==> src/rtl/video_out_sequencer.sv <==
// video_out_sequencer: qualifies the detected input format over several frames,
// then loads a frozen timing set and enables the output timing generator and the
// frame-buffer read path. On format loss it shuts down at an output frame boundary.
// Optional build macro SEQ_TIMING_TOLERANCE_EN: vs_total/hs_total match within +/-1.
module video_out_sequencer #(
    parameter int unsigned P_STABLE_FRAMES  = 8,
    parameter int unsigned P_BLANK_FRAMES   = 2,
    parameter int unsigned P_VS_TIMEOUT_CYC = 7_425_000
) (
    input  logic         i_local_clk,
    input  logic         i_rst,
    input  logic         i_video_valid,
    input  logic [7:0]   i_resolution,
    input  logic [103:0] i_timing,
    input  logic         i_vsyn,
    input  logic         i_out_vsyn,
    output logic         o_frm_gen_enable,
    output logic         o_rd_enable,
    output logic [7:0]   o_resolution,
    output logic [103:0] o_timing,
    output logic [2:0]   o_state,
    output logic [7:0]   o_relock_cnt
);

    localparam int unsigned TMO_W = $clog2(P_VS_TIMEOUT_CYC + 1);

    typedef enum logic [2:0] {
        S_IDLE    = 3'd0,
        S_QUALIFY = 3'd1,
        S_LOAD    = 3'd2,
        S_START   = 3'd3,
        S_RUN     = 3'd4,
        S_DRAIN   = 3'd5
    } state_t;

    state_t             state;
    logic               vs_meta, vs_sync, vs_sync_d, vs_edge;
    logic               out_vsyn_d, out_edge;
    logic [TMO_W-1:0]   tmo_cnt;
    logic               timeout;
    logic [7:0]         stable_cnt;
    logic [3:0]         blank_cnt;
    logic [7:0]         cand_res;
    logic [103:0]       cand_timing;
    logic               match_cand, match_out, loss;

`ifdef SEQ_TIMING_TOLERANCE_EN
    function automatic logic near13(input logic [12:0] a, input logic [12:0] b);
        return (a > b) ? ((a - b) <= 13'd1) : ((b - a) <= 13'd1);
    endfunction
`endif

    function automatic logic fmt_match(input logic [7:0] ra, input logic [103:0] ta,
                                       input logic [7:0] rb, input logic [103:0] tb);
`ifdef SEQ_TIMING_TOLERANCE_EN
        return (ra == rb) && near13(ta[103:91], tb[103:91]) &&
               near13(ta[90:78], tb[90:78]) && (ta[77:0] == tb[77:0]);
`else
        return (ra == rb) && (ta == tb);
`endif
    endfunction

    // Synchronise input vsync and register single-cycle edge pulses.
    always_ff @(posedge i_local_clk) begin
        if (i_rst) begin
            vs_meta    <= 1'b0;
            vs_sync    <= 1'b0;
            vs_sync_d  <= 1'b0;
            vs_edge    <= 1'b0;
            out_vsyn_d <= 1'b0;
        end else begin
            vs_meta    <= i_vsyn;
            vs_sync    <= vs_meta;
            vs_sync_d  <= vs_sync;
            vs_edge    <= vs_sync & ~vs_sync_d;
            out_vsyn_d <= i_out_vsyn;
        end
    end

    assign out_edge   = i_out_vsyn & ~out_vsyn_d;
    assign timeout    = (tmo_cnt == TMO_W'(P_VS_TIMEOUT_CYC));
    assign match_cand = fmt_match(i_resolution, i_timing, cand_res, cand_timing);
    assign match_out  = fmt_match(i_resolution, i_timing, o_resolution, o_timing);
    assign loss       = !i_video_valid || timeout || (vs_edge && !match_out);
    assign o_state    = state;

    // Sequencer FSM with registered outputs and the shared vsync timeout counter.
    always_ff @(posedge i_local_clk) begin
        if (i_rst) begin
            state            <= S_IDLE;
            tmo_cnt          <= '0;
            stable_cnt       <= '0;
            blank_cnt        <= '0;
            cand_res         <= '0;
            cand_timing      <= '0;
            o_frm_gen_enable <= 1'b0;
            o_rd_enable      <= 1'b0;
            o_resolution     <= '0;
            o_timing         <= '0;
            o_relock_cnt     <= '0;
        end else begin
            // In DRAIN the counter measures time without an output frame edge,
            // so input vsync edges must not restart it there.
            if (vs_edge && state != S_DRAIN)
                tmo_cnt <= '0;
            else if (!timeout)
                tmo_cnt <= tmo_cnt + 1'b1;

            case (state)
                S_IDLE: begin
                    if (i_video_valid) begin
                        cand_res    <= i_resolution;
                        cand_timing <= i_timing;
                        stable_cnt  <= '0;
                        tmo_cnt     <= '0;
                        state       <= S_QUALIFY;
                    end
                end
                S_QUALIFY: begin
                    if (!i_video_valid || timeout) begin
                        tmo_cnt <= '0;
                        state   <= S_IDLE;
                    end else if (vs_edge) begin
                        if (match_cand) begin
                            if (32'(stable_cnt) + 32'd1 >= P_STABLE_FRAMES) begin
                                tmo_cnt <= '0;
                                state   <= S_LOAD;
                            end else begin
                                stable_cnt <= stable_cnt + 8'd1;
                            end
                        end else begin
                            cand_res    <= i_resolution;
                            cand_timing <= i_timing;
                            stable_cnt  <= '0;
                        end
                    end
                end
                S_LOAD: begin
                    o_timing         <= cand_timing;
                    o_resolution     <= cand_res;
                    o_frm_gen_enable <= 1'b1;
                    blank_cnt        <= '0;
                    tmo_cnt          <= '0;
                    state            <= S_START;
                end
                S_START: begin
                    if (loss) begin
                        tmo_cnt <= '0;
                        state   <= S_DRAIN;
                    end else if (P_BLANK_FRAMES == 0) begin
                        o_rd_enable <= 1'b1;
                        tmo_cnt     <= '0;
                        state       <= S_RUN;
                    end else if (out_edge) begin
                        if (32'(blank_cnt) + 32'd1 >= P_BLANK_FRAMES) begin
                            o_rd_enable <= 1'b1;
                            tmo_cnt     <= '0;
                            state       <= S_RUN;
                        end else begin
                            blank_cnt <= blank_cnt + 4'd1;
                        end
                    end
                end
                S_RUN: begin
                    if (loss) begin
                        o_rd_enable <= 1'b0;
                        tmo_cnt     <= '0;
                        state       <= S_DRAIN;
                    end
                end
                S_DRAIN: begin
                    o_rd_enable <= 1'b0;
                    if (out_edge || timeout) begin
                        o_frm_gen_enable <= 1'b0;
                        if (o_relock_cnt != 8'hFF)
                            o_relock_cnt <= o_relock_cnt + 8'd1;
                        tmo_cnt <= '0;
                        state   <= S_IDLE;
                    end
                end
                default: state <= S_IDLE;
            endcase
        end
    end

endmodule

==> config.mk <==
export PLATFORM = sky130hd
export DESIGN_NAME = video_out_sequencer
export DESIGN_NICKNAME = d
export VERILOG_FILES = /design/src/rtl/video_out_sequencer.sv
export SDC_FILE = /design/constraint.sdc
export NUM_CORES = 1
export LEC_CHECK = 0
export ABC_AREA = 0
export CORE_MARGIN = 5
export CORE_UTILIZATION = 55
export DETAILED_ROUTE_END_ITERATION = 7
export GPL_ROUTABILITY_DRIVEN = 0
export PLACE_DENSITY = 0.93
export SYNTH_ARGS = -nofsm -noshare
export SYNTH_HDL_FRONTEND = slang
export SYNTH_SLANG_ARGS = --single-unit
==> constraint.sdc <==
create_clock -name i_local_clk -period 4.58 [get_ports i_local_clk]
set_input_delay 0.916 -clock i_local_clk [delete_from_list [all_inputs] [get_ports i_local_clk]]
set_output_delay 0.916 -clock i_local_clk [all_outputs]
set_load 0.02 [all_outputs]
==> reports/metrics.yaml <==
clocking:
  h-tree-depth: 1
  cts_resized: 0
  insertion_delay_ns: 0.56
  postCtsHoldBufs: 0
  post_cts_buffers: 0
  clockRootBuffer: "clkbuf_16"
  clk_pin_slew_ns: 0.07
  cts_num_sinks: 277
  cts-buffers-inserted: 28
  clock_path_buffers: 3
  tritoncts: "yes"
drt:
  routed_wl_um: 43600
  vias: 12100
  routedWlPerCell_um: 21.6
  drtPass1Iterations: 6
  avgViaCountPerCell: 5.99
  detail-route-antenna-nets: 0
  drt-initial-drc-count: 1463
  drc: 0
timing:
  rsz0062_at_grt: "false"
  hold_violations: 0
  finalCritPeriodShare: 0.764
  slew_violations: 0
  fin_skew_ns: 0.0395
  fin_crit_ns: 3.50
  setup_violations: 0
  worstMarginPinSlew_ns: 1.18
  slew_headroom: 0.216
  fin_setup_tns_ns: 0
  fmax_mhz: 286
  setup_ws_ns: 1.08
worst_setup_path:
  startpoint: "i_resolution[3]"
  max_stage_delay_ns: 0.59
  path_delay_family: "simple AND/OR/NAND/NOR gates"
  cp-end-kind: "flip-flop"
  crit_arrival_ns: 3.93
  rr_startpoint: "tmo_cnt[0]"
  cp-start-kind: "input pin"
  cp.required_ns: 5.01
  crit_chain: "clkdlybuf4s50_1 -> xnor2_1 -> nand4_1 -> nor4_1 -> and3_1 -> a31oi_4 -> buf_4 -> mux2i_1 -> nor2_1"
  cp_slowest_cell: "nor4_1"
  cp_num_buf_inv: 2
  critPathKind: "input pin to flip-flop"
  cp_max_fo: 63
grt:
  grt_pass1_vias: 11800
  grtUsageTotal: 0.314
  antenna_found_initial: 7
  grt_max_degree: 146
  grt_pass1_wl_um: 66400
  overflow: 0
floorplan:
  fp.dieW_um: 163
  initial_core_util: 0.552
  core_area_sq_um: 23300
  rows: 56
  dieArea_sq_um: 26500
  die_h_um: 163
  io_pins: 242
synthesis:
  synth_area_sq_um: 12800
  synthDistinctLibCells: 45
  synth_edf_count: 0
  synthFlopType: "dfxtp_1"
  avgSynthCellArea_sq_um: 8.73
  syn_nets: 1594
  seq_area_frac_synth: 0.432
  syn_inst: 1470
  yosys_warnings: 0
  synthArstFlopShare: 0
  synth_seq_cells: 277
final_layout:
  multi_input_area_sq_um: 6940
  mostFrequentLayoutCells: "277 x dfxtp_1, 276 x nand2_1, 240 x clkdlybuf4s50_1, 135 x nor2_1, 127 x xnor2_1"
  nets: 1799
  layout_commonest_cell: "dfxtp_1"
  area_growth_pct: 28.0
  n_fill_cell: 1598
  regArea_sq_um: 5550
  layout-drive-gt1-share: 0.0407
placed_design:
  hpwlAfterDp_um: 30200
  place_ws_ns: 0.725
  portBuffers: 241
worst_hold_path:
  min_path_type: "flip-flop to flip-flop"
  hold_start: "vs_sync_d"
power:
  power.ir.vdd_worst_uv: 296
  power_leakage_nw: 5.99
  p_per_area_nw_per_um2: 366
run_status:
  outcome: "finished clean"
flow_run:
  max_cap_violations: 0
## final cells by class
| class | instances | area share |
|---|---|---|
| Clock inverter | 14 | 0.0144 |
| Tap cell | 319 | 0.0243 |
| Antenna cell | 6 | 0.000913 |
| Clock buffer | 37 | 0.0471 |
| Inverter | 8 | 0.00183 |
| Multi-Input combinational cell | 1108 | 0.422 |
| Timing Repair Buffer | 252 | 0.152 |
| Sequential cell | 277 | 0.337 |
## per-layer routing
| metal | track usage | vias up | share of wire |
|---|---|---|---|
| met4 | 0.147 | 4 | 0.059 |
| met2 | 0.508 | 786 | 0.45 |
| met3 | 0.0699 | 170 | 0.11 |
| met1 | 0.400 | 5774 | 0.38 |
| met5 | 0 | - | 0.00073 |
| li1 | - | 5370 | - |
## Yosys cell counts, types with 5 or more instances
library cell  number  area (sq um)
clkbuf_1          60           225
nand3_1            9          45.0
nor4_1            41           257
a21oi_1          125           626
nor2_1           135           507
mux2i_1          114          1140
inv_1              8          30.0
dfxtp_1          277          5550
and2_1             6          37.5
nand4_1           47           294
a31oi_1           26           163
ha_1               7          87.6
nor2b_1           10          62.6
and4_1             5          43.8
and3_1             8          50.1
xnor2_1          127          1110
nand2_1          277          1040
xor2_1           124          1090
nor3_1             8          40.0
o21ai_0            9          45.0
buf_4             10          75.1
buf_2              5          25.0
## worst paths after layout
kind              depth (start not counted)  slack, ns          end
setup / recovery                          9       1.08  cand_res[3]
hold / removal                            1       0.40      vs_edge
setup reg to reg                         10       1.36  cand_res[3]
hold reg to reg                           1       0.40      vs_edge
## stage by stage
step                      area, sq um  utilization  cells  total power [W]  hold slack, ns
after floorplan                 12800            -   1470          0.00316           0.367
after global placement          15400        0.663   1964          0.00347           0.379
after detailed placement        15400        0.663   1964          0.00350           0.387
after CTS                       16400        0.706   2015          0.00598           0.394
after global routing            16400        0.707   2020          0.00616           0.407
final                           16400        0.707   2021          0.00602           0.399
## state kept, by name, indices dropped and copies added (netlist names), 3 cells and up
register / flops
stable_cnt: 8
cand_timing: 104
cand_res: 8
o_timing: 104
tmo_cnt: 23
o_state: 3
blank_cnt: 4
o_relock_cnt: 8
o_resolution: 8
## cell families after synthesis
family	synth area share
fa+ha+maj	0.00682
buf+inv	0.0294
flops	0.432
mux	0.0898
compound gates	0.0784
xor+xnor	0.171
simple gates	0.192
## worst reg2reg max path, stage by stage, from the launching register on
cell and delay [ns]:
dfxtp_1 0.42, inv_1 0.07, ha_1 0.20, and4_1 0.19, nand3_1 0.19, o21ai_1 0.13
a211o_1 0.37, a31oi_4 0.17, buf_4 0.82, mux2i_1 0.47, nor2_1 0.10
## where the power goes
group          switching (W)  internal [W]
registers           0.000110       0.00251
clock network        0.00100       0.00153
logic               0.000498      0.000375
total                0.00161       0.00441
(Power assumes the default switching activity.)
